## src/rtl/rf_arb_pkg.sv

```systemverilog
// Shared types and constants for the register-file write arbiter.
package rf_arb_pkg;

    localparam int ADDR_W     = 4;
    localparam int DATA_W     = 32;
    localparam int FIFO_DEPTH = 2;
    localparam int STARVE_MAX = 7;
    localparam int NUM_REGS   = 1 << ADDR_W;
    localparam int CNT_W      = $clog2(FIFO_DEPTH + 1);
    localparam int PTR_W      = $clog2(FIFO_DEPTH);
    localparam int STARVE_W   = $clog2(STARVE_MAX + 1);

    // Origin of the write currently presented on the register-file port.
    typedef enum logic [1:0] {
        SRC_NONE = 2'd0,
        SRC_WB   = 2'd1,
        SRC_EXT  = 2'd2
    } src_e;

    // Anti-starvation controller states.
    typedef enum logic {
        ST_NORM  = 1'b0,
        ST_FORCE = 1'b1
    } arb_state_e;

    // One buffered external-ALU result.
    typedef struct packed {
        logic [ADDR_W-1:0] addr;
        logic [DATA_W-1:0] data;
    } ext_entry_t;

    // One-hot mask selecting a single register index.
    function automatic logic [NUM_REGS-1:0] reg_mask(input logic [ADDR_W-1:0] a);
        return NUM_REGS'(1) << a;
    endfunction

endpackage

```

## src/rtl/rf_arb_fifo.sv

```systemverilog
// Small in-order buffer for external-ALU results waiting for the RF write port.
module rf_arb_fifo
    import rf_arb_pkg::*;
(
    input  logic             clk,
    input  logic             rst,
    input  logic             push,
    input  logic             pop,
    input  ext_entry_t       din,
    output ext_entry_t       head,
    output logic             full,
    output logic             empty,
    output logic [CNT_W-1:0] count
);

    ext_entry_t       mem_r [FIFO_DEPTH];
    logic [PTR_W-1:0] rd_ptr_r;
    logic [PTR_W-1:0] wr_ptr_r;
    logic [CNT_W-1:0] count_r;
    logic             do_push;
    logic             do_pop;

    assign full    = (count_r == CNT_W'(FIFO_DEPTH));
    assign empty   = (count_r == CNT_W'(0));
    assign count   = count_r;
    assign head    = mem_r[rd_ptr_r];
    // Overflow/underflow requests are ignored so stored entries are never lost.
    assign do_push = push && !full;
    assign do_pop  = pop && !empty;

    // Storage, pointers and occupancy; simultaneous push/pop keeps count steady.
    always_ff @(posedge clk or posedge rst) begin
        if (rst) begin
            for (int i = 0; i < FIFO_DEPTH; i++) begin
                mem_r[i] <= '0;
            end
            rd_ptr_r <= '0;
            wr_ptr_r <= '0;
            count_r  <= '0;
        end else begin
            if (do_push) begin
                mem_r[wr_ptr_r] <= din;
                wr_ptr_r        <= wr_ptr_r + PTR_W'(1);
            end
            if (do_pop) begin
                rd_ptr_r <= rd_ptr_r + PTR_W'(1);
            end
            case ({do_push, do_pop})
                2'b10:   count_r <= count_r + CNT_W'(1);
                2'b01:   count_r <= count_r - CNT_W'(1);
                default: count_r <= count_r;
            endcase
        end
    end

endmodule

```

## src/rtl/rf_wr_arb.sv

```systemverilog
// Register-file write-port arbiter: pipeline writeback vs. external-ALU results,
// with a per-register pending-result scoreboard.
// Optional anti-starvation of buffered ext results: define RF_WR_ARB_STARVE_EN.
module rf_wr_arb
    import rf_arb_pkg::*;
(
    input  logic                clk,
    input  logic                rst,
    input  logic                wb_we,
    input  logic [ADDR_W-1:0]   wb_addr,
    input  logic [DATA_W-1:0]   wb_data,
    input  logic                ext_vld,
    input  logic [ADDR_W-1:0]   ext_addr,
    input  logic [DATA_W-1:0]   ext_data,
    output logic                ext_rdy,
    input  logic                ext_issue,
    input  logic [ADDR_W-1:0]   ext_issue_addr,
    output logic                rf_we,
    output logic [ADDR_W-1:0]   rf_w_addr,
    output logic [DATA_W-1:0]   rf_w_data,
    output logic [NUM_REGS-1:0] busy,
    output logic                wb_stall
);

    ext_entry_t          ext_in_s;
    ext_entry_t          fifo_head_s;
    logic                fifo_full_s;
    logic                fifo_empty_s;
    logic [CNT_W-1:0]    fifo_count_s;
    logic                fifo_push_s;
    logic                fifo_pop_s;
    logic                grant_wb_s;
    logic                grant_byp_s;
    src_e                src_s;
    logic [ADDR_W-1:0]   sel_addr_s;
    logic [DATA_W-1:0]   sel_data_s;
    src_e                rf_src_r;
    logic [NUM_REGS-1:0] busy_next_s;

    assign ext_in_s = '{addr: ext_addr, data: ext_data};
    assign ext_rdy  = (fifo_count_s < CNT_W'(FIFO_DEPTH));

    rf_arb_fifo u_fifo (
        .clk   (clk),
        .rst   (rst),
        .push  (fifo_push_s),
        .pop   (fifo_pop_s),
        .din   (ext_in_s),
        .head  (fifo_head_s),
        .full  (fifo_full_s),
        .empty (fifo_empty_s),
        .count (fifo_count_s)
    );

    // Fixed-priority grant: pipeline, then oldest buffered result, then bypass.
    // Bypass is only possible with an empty buffer, so arrival order is kept.
    always_comb begin
        grant_wb_s  = 1'b0;
        grant_byp_s = 1'b0;
        fifo_pop_s  = 1'b0;
        src_s       = SRC_NONE;
        sel_addr_s  = '0;
        sel_data_s  = '0;
        if (wb_we && !wb_stall) begin
            grant_wb_s = 1'b1;
            src_s      = SRC_WB;
            sel_addr_s = wb_addr;
            sel_data_s = wb_data;
        end else if (!fifo_empty_s) begin
            fifo_pop_s = 1'b1;
            src_s      = SRC_EXT;
            sel_addr_s = fifo_head_s.addr;
            sel_data_s = fifo_head_s.data;
        end else if (ext_vld) begin
            grant_byp_s = 1'b1;
            src_s       = SRC_EXT;
            sel_addr_s  = ext_addr;
            sel_data_s  = ext_data;
        end else begin
            src_s = SRC_NONE;
        end
        fifo_push_s = ext_vld && !fifo_full_s && !grant_byp_s;
    end

    // Registered RF write port plus the source tag used for scoreboard clears.
    always_ff @(posedge clk or posedge rst) begin
        if (rst) begin
            rf_we     <= 1'b0;
            rf_w_addr <= '0;
            rf_w_data <= '0;
            rf_src_r  <= SRC_NONE;
        end else begin
            rf_we     <= (src_s != SRC_NONE);
            rf_w_addr <= sel_addr_s;
            rf_w_data <= sel_data_s;
            rf_src_r  <= src_s;
        end
    end

    // Scoreboard update: ext write on the port clears, a new issue sets and wins.
    always_comb begin
        busy_next_s = busy;
        if (rf_we && (rf_src_r == SRC_EXT)) begin
            busy_next_s = busy_next_s & ~reg_mask(rf_w_addr);
        end else begin
            busy_next_s = busy_next_s;
        end
        if (ext_issue) begin
            busy_next_s = busy_next_s | reg_mask(ext_issue_addr);
        end else begin
            busy_next_s = busy_next_s;
        end
    end

    // Scoreboard register.
    always_ff @(posedge clk or posedge rst) begin
        if (rst) begin
            busy <= '0;
        end else begin
            busy <= busy_next_s;
        end
    end

`ifdef RF_WR_ARB_STARVE_EN
    arb_state_e          state_r;
    arb_state_e          state_next_s;
    logic [STARVE_W-1:0] starve_cnt_r;
    logic [STARVE_W-1:0] starve_cnt_next_s;

    // The stall flag is the FORCE state bit itself, so it comes straight from a flop.
    assign wb_stall = (state_r == ST_FORCE);

    // Starvation tracking: count pipeline wins while results wait; a pop clears it.
    always_comb begin
        state_next_s      = ST_NORM;
        starve_cnt_next_s = starve_cnt_r;
        case (state_r)
            ST_NORM: begin
                if ((starve_cnt_r == STARVE_W'(STARVE_MAX)) && !fifo_empty_s) begin
                    state_next_s = ST_FORCE;
                end else begin
                    state_next_s = ST_NORM;
                end
            end
            ST_FORCE: state_next_s = ST_NORM;
            default:  state_next_s = ST_NORM;
        endcase
        if (fifo_pop_s) begin
            starve_cnt_next_s = '0;
        end else if (!fifo_empty_s && grant_wb_s) begin
            starve_cnt_next_s = starve_cnt_r + STARVE_W'(1);
        end else begin
            starve_cnt_next_s = starve_cnt_r;
        end
    end

    // Anti-starvation state and counter registers.
    always_ff @(posedge clk or posedge rst) begin
        if (rst) begin
            state_r      <= ST_NORM;
            starve_cnt_r <= '0;
        end else begin
            state_r      <= state_next_s;
            starve_cnt_r <= starve_cnt_next_s;
        end
    end
`else
    assign wb_stall = 1'b0;
`endif

endmodule

```

## config.mk

```make
export PLATFORM = sky130hd
export DESIGN_NAME = rf_wr_arb
export DESIGN_NICKNAME = d
export VERILOG_FILES = /design/src/rtl/rf_arb_pkg.sv /design/src/rtl/rf_arb_fifo.sv /design/src/rtl/rf_wr_arb.sv
export SDC_FILE = /design/constraint.sdc
export NUM_CORES = 1
export LEC_CHECK = 0
export ABC_AREA = 1
export BUFFER_PORTS_ARGS = -buffer_cell sky130_fd_sc_hd__buf_2
export CAP_MARGIN = 20
export CORE_ASPECT_RATIO = 1.1
export CORE_UTILIZATION = 50
export DETAILED_ROUTE_END_ITERATION = 6
export PLACE_DENSITY = 0.84
export REMOVE_ABC_BUFFERS = 1
export SLEW_MARGIN = 40
export SYNTH_ARGS = -nofsm -noshare
export SYNTH_HDL_FRONTEND = slang
export SYNTH_SLANG_ARGS = --single-unit
```

## constraint.sdc

```tcl
create_clock -name clk -period 5.7 [get_ports clk]
set_clock_uncertainty 0.2 [all_clocks]
set_input_delay 0.855 -clock clk [delete_from_list [all_inputs] [get_ports clk]]
set_output_delay 0.855 -clock clk [all_outputs]
set_load 0.05 [all_outputs]
```

# [Yosys cells after proc, flatten, opt, wreduce, memory -nomap -nowiden]
# Cells that the tools add are included.
[op_classes] muxes=23 n_reduce_logical=12 shift=2 addsub=4 eq_ne=4 bitwise_logic=5 order_cmp=4
[ops] cell="$mux W36" n=4
[ops] cell="$mux W32" n=3
[ops] cell="$bwmux W72" n=1
[ops] cell="$demux W36 S1" n=1
[ops] cell="$mux W16" n=2
[ops] cell="$shl A1 B4 Y16 const A" n=2
[ops] cell="$and A16 B16 Y16" n=1
[ops] cell="$not A16 Y16" n=1
[ops] cell="$or A16 B16 Y16" n=1
[ops] cell="$mux W4" n=3
[ops] cell="$eq A2 B2 Y1 const B" n=3
[ops] cell="$logic_and A1 B1 Y1" n=6
[ops] cell="$mux W2" n=3
[ops] cell="$mux W1" n=5
[ops] cell="$ge A2 B2 Y1 const B" n=2
[ops] cell="$not A1 Y2" n=2
[ops] cell="$pmux W2 S2" n=1
[ops] cell="$reduce_bool A2 Y1" n=2
[ops] cell="$logic_not A1 Y1" n=3
[ops] cell="$add A1 B1 Y1 const B" n=2
[ops] cell="$add A2 B1 Y2 const B" n=1
[ops] cell="$eq A2 B1 Y1 const B" n=1
[ops] cell="$logic_not A2 Y1" n=1
[ops] cell="$lt A2 B1 Y1 const B" n=1
[ops] cell="2 further kinds" n=2
[totals] wordCells=66 reg_bits=131

# [Depth between registers and ports, before layout]
# Gate-level depths: netlist of the first run.
[logic_depth] word_depth=8 mapped_depth=10

# [By module]
# Synthesis of the first run repeated with hierarchy kept, for this count alone.
[unflattened] hier_cells=788 area_unflattened_um2=6307.3
[by_module_without_submodules] mod="rf_arb_fifo" seq_area_each_um2=1901.8 area_each_um2=3741.1 cells_each=465 instances=1
[by_module_without_submodules] mod="rf_wr_arb" seq_area_each_um2=1376.3 area_each_um2=2566.2 cells_each=323 instances=1

# [Worst setup path after synthesis of the first run]
# Ideal clock, no wire load.
[synth_timing] kind="input port to flip-flop" start="in wb_we" end="reg u_fifo.count_r[1] (netlist: u_fifo.count[1])" setup_ps=132 path_slack_ps=3565 arrival_time_ps=1803 path_buffers=1 path_stages=8 cell_sequence="nand2_1 nand2_4 buf_8 nand2_1 ha_1 inv_1 nand3_1 xor2_1"
[synth_between] elab_chain_len=6 elab_cells_between_ends=10 cone_classes="eq/ne (2); mux (3); reduce/logical (5)"
[synth_lines] element="start: declaration" line_no="rf_wr_arb.sv:9" source="input logic wb_we,"
[synth_lines] element="$mux W1" line_no="rf_wr_arb.sv:64" source="if (wb_we && !wb_stall) begin"
[synth_lines] element="$logic_not A1 Y1" line_no="rf_wr_arb.sv:82" source="fifo_push_s = ext_vld && !fifo_full_s && !grant_byp_s;"
[synth_lines] element="$logic_and A1 B1 Y1" line_no="rf_wr_arb.sv:82"
[synth_lines] element="$logic_and A1 B1 Y1" line_no="rf_arb_fifo.sv:28" source="assign do_push = push && !full;"
[synth_lines] element="$eq A2 B1 Y1 / $eq A2 B2 Y1 (equally long branches)" line_no="rf_arb_fifo.sv:48" source="case ({do_push, do_pop})"
[synth_lines] element="$pmux W2 S2 / $reduce_bool A2 Y1 (equally long branches)"
[synth_lines] element="end signal: assignment" line_no="rf_arb_fifo.sv:49" source="2'b10: count_r <= count_r + CNT_W'(1);"
[synth_lines] element="end signal: assignment" line_no="rf_arb_fifo.sv:50" source="2'b01: count_r <= count_r - CNT_W'(1);"
[synth_lines] element="end signal: assignment" line_no="rf_arb_fifo.sv:51" source="default: count_r <= count_r;"
[synth_lines] element="end: declaration" line_no="rf_arb_fifo.sv:19" source="logic [CNT_W-1:0] count_r;"
# Several ways; a longest one is shown, not always the timed one.
# A chain may end at the register's enable or synchronous reset.

# [Final worst setup path of the first run]
[layout_timing] start="in wb_we" end="reg u_fifo.mem_r[39] (netlist name)"
[layout_between] elab_chain_len=4
[layout_lines] element="$mux W1" line_no="rf_wr_arb.sv:64"
[layout_lines] element="$logic_not A1 Y1" line_no="rf_wr_arb.sv:82"
[layout_lines] element="$logic_and A1 B1 Y1" line_no="rf_wr_arb.sv:82"
[layout_lines] element="$logic_and A1 B1 Y1" line_no="rf_arb_fifo.sv:28"
[layout_lines] element="end signal: indexed assignment" line_no="rf_arb_fifo.sv:42" source="mem_r[wr_ptr_r] <= din;"
[layout_lines] element="end: declaration" line_no="rf_arb_fifo.sv:16" source="ext_entry_t mem_r [FIFO_DEPTH];"
# No other way between the ends.

==> results of run 1 <==
## critical path, stage by stage
cell	delay (ns)
buf_2	0.61
nand2_1	0.21
nand2_4	0.60
nand3_4	0.60
nand2_1	0.22
nand2_1	0.11
## cell usage after synthesis
library cell | n | area share (%)
nand2_1 | 296 | 18
dfrtp_1 | 131 | 52
nand4_1 | 109 | 11
nand3_1 | 64 | 5.1
inv_1 | 56 | 3.3
o21ai_0 | 42 | 3.3
buf_2 | 32 | 2.5
nor2_1 | 9 | 0.53
buf_4 | 8 | 0.95
buf_6 | 8 | 1.4
clkbuf_1 | 7 | 0.41
inv_2 | 4 | 0.24
buf_1 | 2 | 0.12
nand3_4 | 2 | 0.55
nor2_2 | 2 | 0.20
xor2_1 | 2 | 0.28
a21oi_1 | 1 | 0.079
buf_8 | 1 | 0.24
conb_1 | 1 | 0.059
ha_1 | 1 | 0.20
nand2_4 | 1 | 0.18
nor3_2 | 1 | 0.16
xnor2_1 | 1 | 0.14
## final timing paths
kind	from	end	slack (ns)	cells after the start
worst max-delay path	wb_we	u_fifo.mem_r[39]	2.52	6
worst min-delay path	u_fifo.mem_r[28]	u_fifo.mem_r[28]	0.27	2
worst max register to register	u_fifo.wr_ptr_r	u_fifo.mem_r[39]	3.03	4
worst min register to register	u_fifo.mem_r[28]	u_fifo.mem_r[28]	0.27	2
max in group asynchronous	rst	u_fifo.mem_r[40]	3.99	3
min in group asynchronous	rst	busy[2]	0.35	2
## cells in the final DEF, fill, tap and decap left out
master | netlist | layout
bufinv_16 | 0 | 1
buf_2 | 32 | 133
nand3_4 | 2 | 2
inv_2 | 4 | 4
dfrtp_2 | 0 | 1
nand3_1 | 64 | 64
dfrtp_1 | 131 | 129
nor3_2 | 1 | 1
buf_4 | 8 | 3
clkbuf_1 | 7 | 2
nor2_4 | 0 | 2
ha_1 | 1 | 1
clkbuf_16 | 0 | 17
dfrtp_4 | 0 | 1
inv_1 | 56 | 55
nand2_4 | 1 | 1
o21ai_0 | 42 | 42
buf_8 | 1 | 4
clkbuf_8 | 0 | 6
clkinv_2 | 0 | 2
inv_8 | 0 | 1
xnor2_1 | 1 | 1
nor2_1 | 9 | 9
diode_2 | 0 | 1
nand4_1 | 109 | 109
conb_1 | 1 | 1
xor2_1 | 2 | 2
a21oi_1 | 1 | 1
clkinvlp_4 | 0 | 1
nand2_1 | 296 | 296
## registers in the layout, summed over array words and instances (netlist names)
| name | count |
|---|---|
| rf_w_data | 32 |
| busy | 16 |
| u_fifo.rd_ptr_r | 1 |
| u_fifo.count | 2 |
| rf_w_addr | 4 |
| rf_we | 1 |
| rf_src_r | 2 |
| u_fifo.mem_r | 72 |
| u_fifo.wr_ptr_r | 1 |
## layout make-up
| type | count | area [um^2] |
|---|---|---|
| inverter | 60 | 232.7 |
| clock buffer | 25 | 515.5 |
| tap | 154 | 192.7 |
| antenna | 1 | 2.502 |
| fill | 1061 | 4686 |
| clock inverter | 4 | 47.55 |
| timing repair buffer | 140 | 748.2 |
| multi-input combinational | 532 | 2484 |
| sequential | 131 | 3283 |
## power groups by stage
stage | Sequential, mW | Combinational [mW] | Clock [mW]
detailed placement | 1.65 | 1.71 | 0
floorplan | 2.05 | 0.759 | 0
CTS | 1.64 | 1.72 | 1.05
global route | 1.70 | 1.89 | 1.10
finish | 1.65 | 1.72 | 1.04
global placement | 1.64 | 1.62 | 0
## cells by family after synthesis
family,Yosys count,share of synthesized area (%)
xor+xnor,3,0.4148
flops,131,51.74
fa+ha+maj,1,0.1974
other cells,1,0.05918
buf+inv,118,9.222
compound gates,43,3.396
simple gates,484,34.97
## metrics by stage
step | setup slack (ns) | cells
CTS | 2.547 | 1046
floorplan | 1.147 | 723
finish | 2.519 | 1047
detailed placement | 2.201 | 1017
global route | 2.325 | 1047
global placement | 2.243 | 1013
## layer usage
layer  routed length, um  GRT usage (%)
met1                6696          34.02
met2                7812          40.96
met3                1107          5.323
met4                 317          10.08
met5                   0              0
==> results.cfg, run 1 <==
[clocking]
ctsLongestPathBuffers = 2
cts_buffers = 17
ctsResizeCount = 0
cts_tree = yes
post_cts_buffers = 0
clkTransAtPathRegs_ns = 0.06
cts_hold_buffers = 0
h-tree-depth = 4
root_buffer = clkbuf_16
cts.sinks = 131
clkLatencyLatePin_ns = 0.41

[detailed_routing]
drt_iter0_markers = 447
antenna_left = 0
drc = 0
route.detailed.vias_per_inst = 5.564
dr.pass1.iters = 5
wirelength_um = 15930
num_vias = 5826
wire_per_inst_um = 15.22

[die]
die_w_um = 109.3
rows = 42
core_um2 = 12190
ioPinCount = 136
start_util_pct = 51.97
die_area_um2 = 13130
die_h_um = 120.1

[global_route]
grt_overflow = 0
first_global_vias = 5590
grt_max_degree = 96
grt_antenna_before_repair = 2
grt_pass1_wl_um = 26320
track_usage_pct = 25.64

[sta]
finalMaxSlewViolations = 0
finalCritPeriodShare_pct = 55.81
finalSetupViolCount = 0
finalSetupTns_ns = 0
rsz0062_at_grt = false
maxSlewHeadroom_pct = 44.18
tightest_slew_ns = 0.8373
clock.fmax_mhz = 314.3
hold_ws_ns = 0.2682
final.min_clock_period_ns = 3.181
hold_violations = 0

[flow_run]
drv_cap = 0

[worst_setup_path]
required_ns = 5.78
critPathArrivalTime_ns = 3.26
criticalPathCategory = in -> reg
worst_setup_path_end_kind = flop
startpoint_type = input pin
crit_path_max_fanout = 75

[power]
power_frac_comb_pct = 39.0
p_sw_mw = 1.963
p_int_mw = 2.442
ir_drop_mv = 0.5159
p_leak_nw = 3.918
p_per_area_nw_per_um2 = 586.9
total_power_mw = 4.405
netSwitchingFraction_pct = 44.56
clock_power_share_pct = 23.5
seqPwrFrac_pct = 37.5

[yosys]
netlist-cell-type-count = 23
synth-seq-cells = 131
netlist_area_um2 = 6336
ys_seq_area_share_pct = 51.74
synth_warnings = 0
synthesis.instances = 781
avgSynthCellArea_um2 = 8.113

[status]
run_status = finished, final reports clean

[placed_design]
dpl.hpwl_um = 9574
routabilityCongestion = 0.9251
placed_area_um2 = 6940
io_buffers = 134

[cells_and_area]
drive_gt1_share_pct = 20.18
synthToLayoutAreaGrowth_pct = 18.46
nNetsFinal = 964
design_area_um2 = 7506
utilization_pct = 61.57

[worst_hold_path]
min-delay-path-class = reg -> reg
No activity file was read; power rests on OpenSTA's default activity.
==> inputs of run 2 (changes only) <==
--- a/config.mk
+++ b/config.mk
@@ -5,13 +5,13 @@
 export SDC_FILE = /design/constraint.sdc
 export NUM_CORES = 1
 export LEC_CHECK = 0
-export ABC_AREA = 1
+export ABC_AREA = 0
 export BUFFER_PORTS_ARGS = -buffer_cell sky130_fd_sc_hd__buf_2
 export CAP_MARGIN = 20
 export CORE_ASPECT_RATIO = 1.1
-export CORE_UTILIZATION = 50
+export CORE_UTILIZATION = 48
 export DETAILED_ROUTE_END_ITERATION = 6
-export PLACE_DENSITY = 0.84
+export PLACE_DENSITY = 0.86
 export REMOVE_ABC_BUFFERS = 1
 export SLEW_MARGIN = 40
 export SYNTH_ARGS = -nofsm -noshare
==> constraint.sdc (replaced) <==
create_clock -name clk -period 2.8 [get_ports clk]
set_clock_uncertainty 0.2 [all_clocks]
set_input_delay 0.42 -clock clk [delete_from_list [all_inputs] [get_ports clk]]
set_output_delay 0.42 -clock clk [all_outputs]
set_load 0.05 [all_outputs]
==> run 2 against run 1 <==
  * Combinational power is 97% higher
  * Die area down 8.3%
  * Critical path type is now reg -> out
  * Via count decreased by 31%
==> results.cfg, run 2 <==
[status]
run_status = finished, final reports clean

[cells_and_area]
design_area_um2 = 7041
fin_cells = 720
synthToLayoutAreaGrowth_pct = 26.45
n_antenna_cell = 0
top_regs = u_fifo.mem_r (72), rf_w_data (32), busy (16)
mostFrequentLayoutCells = buf_2 (134), dfrtp_1 (130), o21ai_0 (47)
top_register = u_fifo.mem_r
final_common_cell = buf_2
largest_reg_flops = 72
nNetsFinal = 643
drive_gt1_share_pct = 38.74

[sta]
finalCritPeriodShare_pct = 69.67
maxSlewHeadroom_pct = 53.91
finalSetupTns_ns = 0
tightest_slew_ns = 0.6914
clock.fmax_mhz = 512.6
final.min_clock_period_ns = 1.951
finalMaxSlewViolations = 0
finalSetupViolCount = 0
hold_violations = 0
rsz0062_at_grt = false

[detailed_routing]
drc = 0
dr.pass1.iters = 4
wire_per_inst_um = 17.89
antenna_left = 0
wirelength_um = 12880
num_vias = 4008
route.detailed.vias_per_inst = 5.567
drt_iter0_markers = 246

[yosys]
synthArstFlopShare_pct = 100.0
yosysTopAreaCell = dfrtp_1
synth_warnings = 0
avgSynthCellArea_um2 = 13.35
synth_area_leaders = dfrtp_1 (59%), mux2_2 (7.5%), mux2_1 (7.1%), mux2i_1 (6.5%), a22oi_1 (4.7%)
ys_top_cells_by_count = dfrtp_1 (131), o21ai_0 (47), mux2_2 (37)
netlist_area_um2 = 5568
yosysMostFrequentCell = dfrtp_1
synthFlopType = dfrtp_1
synthesis.instances = 417
synth_top_area_share_pct = 58.88
netlist-cell-type-count = 39
synth_edf_count = 0
ys_seq_area_share_pct = 58.88
synth-seq-cells = 131

[worst_setup_path]
worst_setup_path_end_kind = primary output
crit_path_max_fanout = 5
startpoint_type = flop
required_ns = 2.18
critPathArrivalTime_ns = 1.33
criticalPathCategory = reg -> out

[clocking]
clkTransAtPathRegs_ns = 0.05
ctsResizeCount = 0
post_cts_buffers = 0
root_buffer = clkbuf_16
cts_hold_buffers = 1
h-tree-depth = 4
cts.sinks = 131
ctsLongestPathBuffers = 2
cts_buffers = 17
clkLatencyLatePin_ns = 0.41
cts_tree = yes

[die]
die_area_um2 = 12040
die_w_um = 104.7
rows = 40
start_util_pct = 50.11
ioPinCount = 136
core_um2 = 11110
die_h_um = 115.0

[power]
p_int_mw = 5.485
seqPwrFrac_pct = 37.4
power_frac_comb_pct = 37.7
clock_power_share_pct = 24.9
p_sw_mw = 3.483
p_leak_nw = 3.241
total_power_mw = 8.969
ir_drop_mv = 0.7221
p_per_area_nw_per_um2 = 1274
netSwitchingFraction_pct = 38.84

[global_route]
first_global_vias = 4133
grt_overflow = 0
grt_pass1_wl_um = 21170
grt_max_degree = 56
grt_antenna_before_repair = 0
track_usage_pct = 22.95

[placed_design]
placed_area_um2 = 6427
dpl.hpwl_um = 8804
dp_cells = 688
routabilityCongestion = 0.9313
io_buffers = 134

[flow_run]
drv_cap = 0

[worst_hold_path]
min-delay-path-class = in -> reg
## run 2: final timing paths
path	cells past startpoint	start	end	slack [ns]
max	2	u_fifo.count[1]	ext_rdy	0.85
max reg2reg	3	u_fifo.count[0]	u_fifo.mem_r[24]	0.96
min	3	wb_data[31]	rf_w_data[31]	0.05
min in group asynchronous	3	rst	busy[0]	0.46
min reg2reg	1	u_fifo.mem_r[71]	u_fifo.mem_r[71]	0.29
max in group asynchronous	4	rst	u_fifo.mem_r[54]	1.16
## run 2: critical path, cell delays in order (launching register included)
cell     delay (ns)
dfrtp_1        0.49
inv_1          0.14
buf_2          0.29
## run 2: per-stage QoR
step / setup slack, ns / hold WS [ns] / utilization (%)
after floorplan: -1.318 / 0.2514 / -
after global placement: 0.8241 / 0.2728 / 57.85
after detailed placement: 0.7569 / 0.2808 / 57.85
after CTS: 0.8304 / 0.03749 / 63.37
after global routing: 0.8133 / 0.04655 / 63.37
final: 0.8491 / 0.04561 / 63.37
## run 2: routing by layer
| layer | vias up | track usage (%) | part of all wire, % |
|---|---|---|---|
| met3 | 27 | 6.803 | 6.1 |
| met1 | 2020 | 28.65 | 43 |
| met4 | 0 | 9.390 | 2.1 |
| met2 | 148 | 37.75 | 49 |
| met5 | - | 0 | 0 |
| li1 | 1813 | - | - |
## run 2: power groups by stage
stage	Clock, mW	Combinational [mW]	Sequential [mW]
after floorplan	0	1.41	4.39
after global placement	0	3.31	3.31
after detailed placement	0	3.40	3.37
after CTS	2.26	3.42	3.35
after global routing	2.35	3.60	3.46
final	2.23	3.38	3.35
## run 2: cell families after synthesis
| logic type | Yosys count | share of synthesized area (%) |
|---|---|---|
| AOI/OAI and AO/OA | 95 | 11.10 |
| xor gates and xnor gates | 5 | 0.7865 |
| adders and majority gates | 1 | 0.2247 |
| buffers and inverters | 28 | 2.786 |
| DFF | 131 | 58.88 |
| muxes | 108 | 21.03 |
| other | 1 | 0.06735 |
| and+or+nand+nor | 48 | 5.123 |
## run 2: final cells by class
type	count	area (um^2)
Fill cell	861	4070
Sequential cell	131	3279
Multi-Input combinational cell	258	2146
Timing Repair Buffer	149	810.8
Clock buffer	22	474.2
Tap cell	147	183.9
Clock inverter	9	128.9
Inverter	4	17.52
==> inputs of run 3 (changes only) <==
--- a/config.mk
+++ b/config.mk
@@ -5,13 +5,13 @@
 export SDC_FILE = /design/constraint.sdc
 export NUM_CORES = 1
 export LEC_CHECK = 0
-export ABC_AREA = 0
+export ABC_AREA = 1
 export BUFFER_PORTS_ARGS = -buffer_cell sky130_fd_sc_hd__buf_2
 export CAP_MARGIN = 20
 export CORE_ASPECT_RATIO = 1.1
-export CORE_UTILIZATION = 48
+export CORE_UTILIZATION = 50
 export DETAILED_ROUTE_END_ITERATION = 6
-export PLACE_DENSITY = 0.86
+export PLACE_DENSITY = 0.84
 export REMOVE_ABC_BUFFERS = 1
 export SLEW_MARGIN = 40
 export SYNTH_ARGS = -nofsm -noshare
==> constraint.sdc (replaced) <==
create_clock -name clk -period 2 [get_ports clk]
set_clock_uncertainty 0.2 [all_clocks]
set_input_delay 0.3 -clock clk [delete_from_list [all_inputs] [get_ports clk]]
set_output_delay 0.3 -clock clk [all_outputs]
set_load 0.05 [all_outputs]
==> run 3 against run 2 <==
  * Via count grew 69%
  * Count of clock-buffer cells in the layout did not move
  * Total power rose by 49%
  * First-iteration DRC count grew to 2.8 times the previous value
  * Highest routed layer unchanged
  * Register-to-register slack got worse by 0.95 ns
  * Sequential cell count unchanged
  * Clock power up 24%
  * Worst hold slack worse by 0.027 ns
==> results.cfg, run 3 (synthesis gave the netlist of run 1 again) <==
[status]
run_status = finished, final reports clean

[power]
power_frac_comb_pct = 45.6
p_per_area_nw_per_um2 = 1540
netSwitchingFraction_pct = 45.65
ir_drop_mv = 0.9065
p_sw_mw = 6.089
clock_power_share_pct = 20.8
p_int_mw = 7.248
p_leak_nw = 4.452
seqPwrFrac_pct = 33.6
total_power_mw = 13.34

[die]
start_util_pct = 51.97
rows = 42
core_um2 = 12190
die_area_um2 = 13130
ioPinCount = 136
die_w_um = 109.3
die_h_um = 120.1

[global_route]
track_usage_pct = 31.66
grt_overflow = 0
grt_max_degree = 59
first_global_vias = 6667
grt_antenna_before_repair = 1
grt_pass1_wl_um = 31860

[clocking]
cts_tree = yes
clkLatencyLatePin_ns = 0.42
cts.sinks = 131
cts_buffers = 17
root_buffer = clkbuf_16
clkTransAtPathRegs_ns = 0.06
h-tree-depth = 4
ctsLongestPathBuffers = 2

[placed_design]
io_buffers = 134
dpl.hpwl_um = 10800
routabilityCongestion = 0.9184

[detailed_routing]
top_layer = met4
met2WireLength_um = 10250
antenna_left = 0
drt_iter0_markers = 679
num_vias = 6784
wl_met1_um = 7481
wirelength_um = 20340
met3_length_um = 1683
route.detailed.vias_per_inst = 5.808
dr.pass1.iters = 5
drc = 0
wire_per_inst_um = 17.41

[cells_and_area]
top_register = u_fifo.mem_r
synthToLayoutAreaGrowth_pct = 36.67
multi_input_area_um2 = 2489
utilization_pct = 71.03
seq_area_um2 = 3284
largest_reg_flops = 72
drive_gt1_share_pct = 20.63
final_common_cell = nand2_1
mostFrequentLayoutCells = nand2_1 (296), buf_2 (133), dfrtp_1 (128)
nNetsFinal = 1083
top_regs = u_fifo.mem_r (72), rf_w_data (32), busy (16)
nFillCells = 867

[worst_setup_path]
critPathArrivalTime_ns = 2.13
crit_path_max_fanout = 8
startpoint_type = flop
criticalPathCategory = reg -> reg
worst_setup_path_end_kind = flop
required_ns = 2.14

[sta]
finalSetupViolCount = 0
hold_violations = 0
finalMaxSlewViolations = 0
finalCritPeriodShare_pct = 99.39
final.min_clock_period_ns = 1.988
tightest_slew_ns = 0.5915
maxSlewHeadroom_pct = 60.56
rsz0062_at_grt = true
clock.fmax_mhz = 503.1

[worst_hold_path]
min-delay-path-class = in -> reg

[flow_run]
drv_cap = 0
[run 3: cell count changes in the layout (fill, tap and decap cells not counted), moves of 37 or more]
cell / previous run / this run
nand2_1: 16 / 296
dlygate4sd3_1: 1 / 92
nand3_1: 5 / 63
mux2_2: 37 / 0
inv_1: 3 / 55
nand4_1: 0 / 109
[run 3: final cells by class]
type	count	area share [%]
diodes	1	0.02890
clock buffers	22	5.360
clock inverters	9	0.6791
inverters	60	2.659
multi-input cells	532	28.74
flip-flops and latches	131	37.93
well taps	154	2.225
repair buffers	259	22.38
[run 3: power groups by stage]
stage                     clock network, mW  registers [mW]  logic (mW)
final                                  2.77            4.48        6.09
after detailed placement                  0            4.49        5.28
after global routing                   2.91            4.59        6.56
after CTS                              2.78            4.47        5.62
after global placement                    0            4.47        5.12
after floorplan                           0            5.84        2.16
[run 3: what timing repair did]
item                                    CTS  global route
endpoints found under the setup margin    0            20
setup buffers                             0             4
gates resized for setup                   0            11
hold buffers                             93             0
endpoints found under the hold margin   151             0
[run 3: worst max-delay path: stages (launching register included)]
cell and delay [ns]:
dfrtp_4 0.52, buf_4 0.19, o21ai_0 0.26, nand2_1 0.09, nand3_1 0.09, dlygate4sd3_1 0.57
[run 3: layer usage]
metal  global-route usage (%)  up-vias
met3                    5.812       92
met5                        0        -
met2                    52.91      430
met4                    17.75        0
li1                         -     3021
met1                    38.09     3241
[run 3: path summary, 6_finish.rpt]
check,start,endpoint,slack (ns),cells after the start
max,u_fifo.rd_ptr_r,rf_w_data[2],0.01,5
min,ext_issue_addr[3],busy[8],0.02,3
max reg2reg,u_fifo.rd_ptr_r,rf_w_data[2],0.01,5
min reg2reg,u_fifo.mem_r[34],u_fifo.mem_r[34],0.27,2
max in group asynchronous,rst,u_fifo.mem_r[64],0.78,4
min in group asynchronous,rst,busy[9],0.26,3
[run 3: stage by stage]
| stage | setup slack [ns] | cell area (um^2) | std cells | setup TNS [ns] | hold WS [ns] |
|---|---|---|---|---|---|
| after global placement | 0.3337 | 7113 | 1038 | 0 | 0.1619 |
| after CTS | 0.01376 | 8567 | 1162 | 0 | 0.002928 |
| after detailed placement | 0.2691 | 7113 | 1038 | 0 | 0.1630 |
| after floorplan | -1.998 | 5977 | 723 | -272.30 | 0.1314 |
| final | 0.01219 | 8660 | 1168 | 0 | 0.01896 |
| after global routing | -0.05127 | 8660 | 1168 | -0.2898 | 0.02509 |
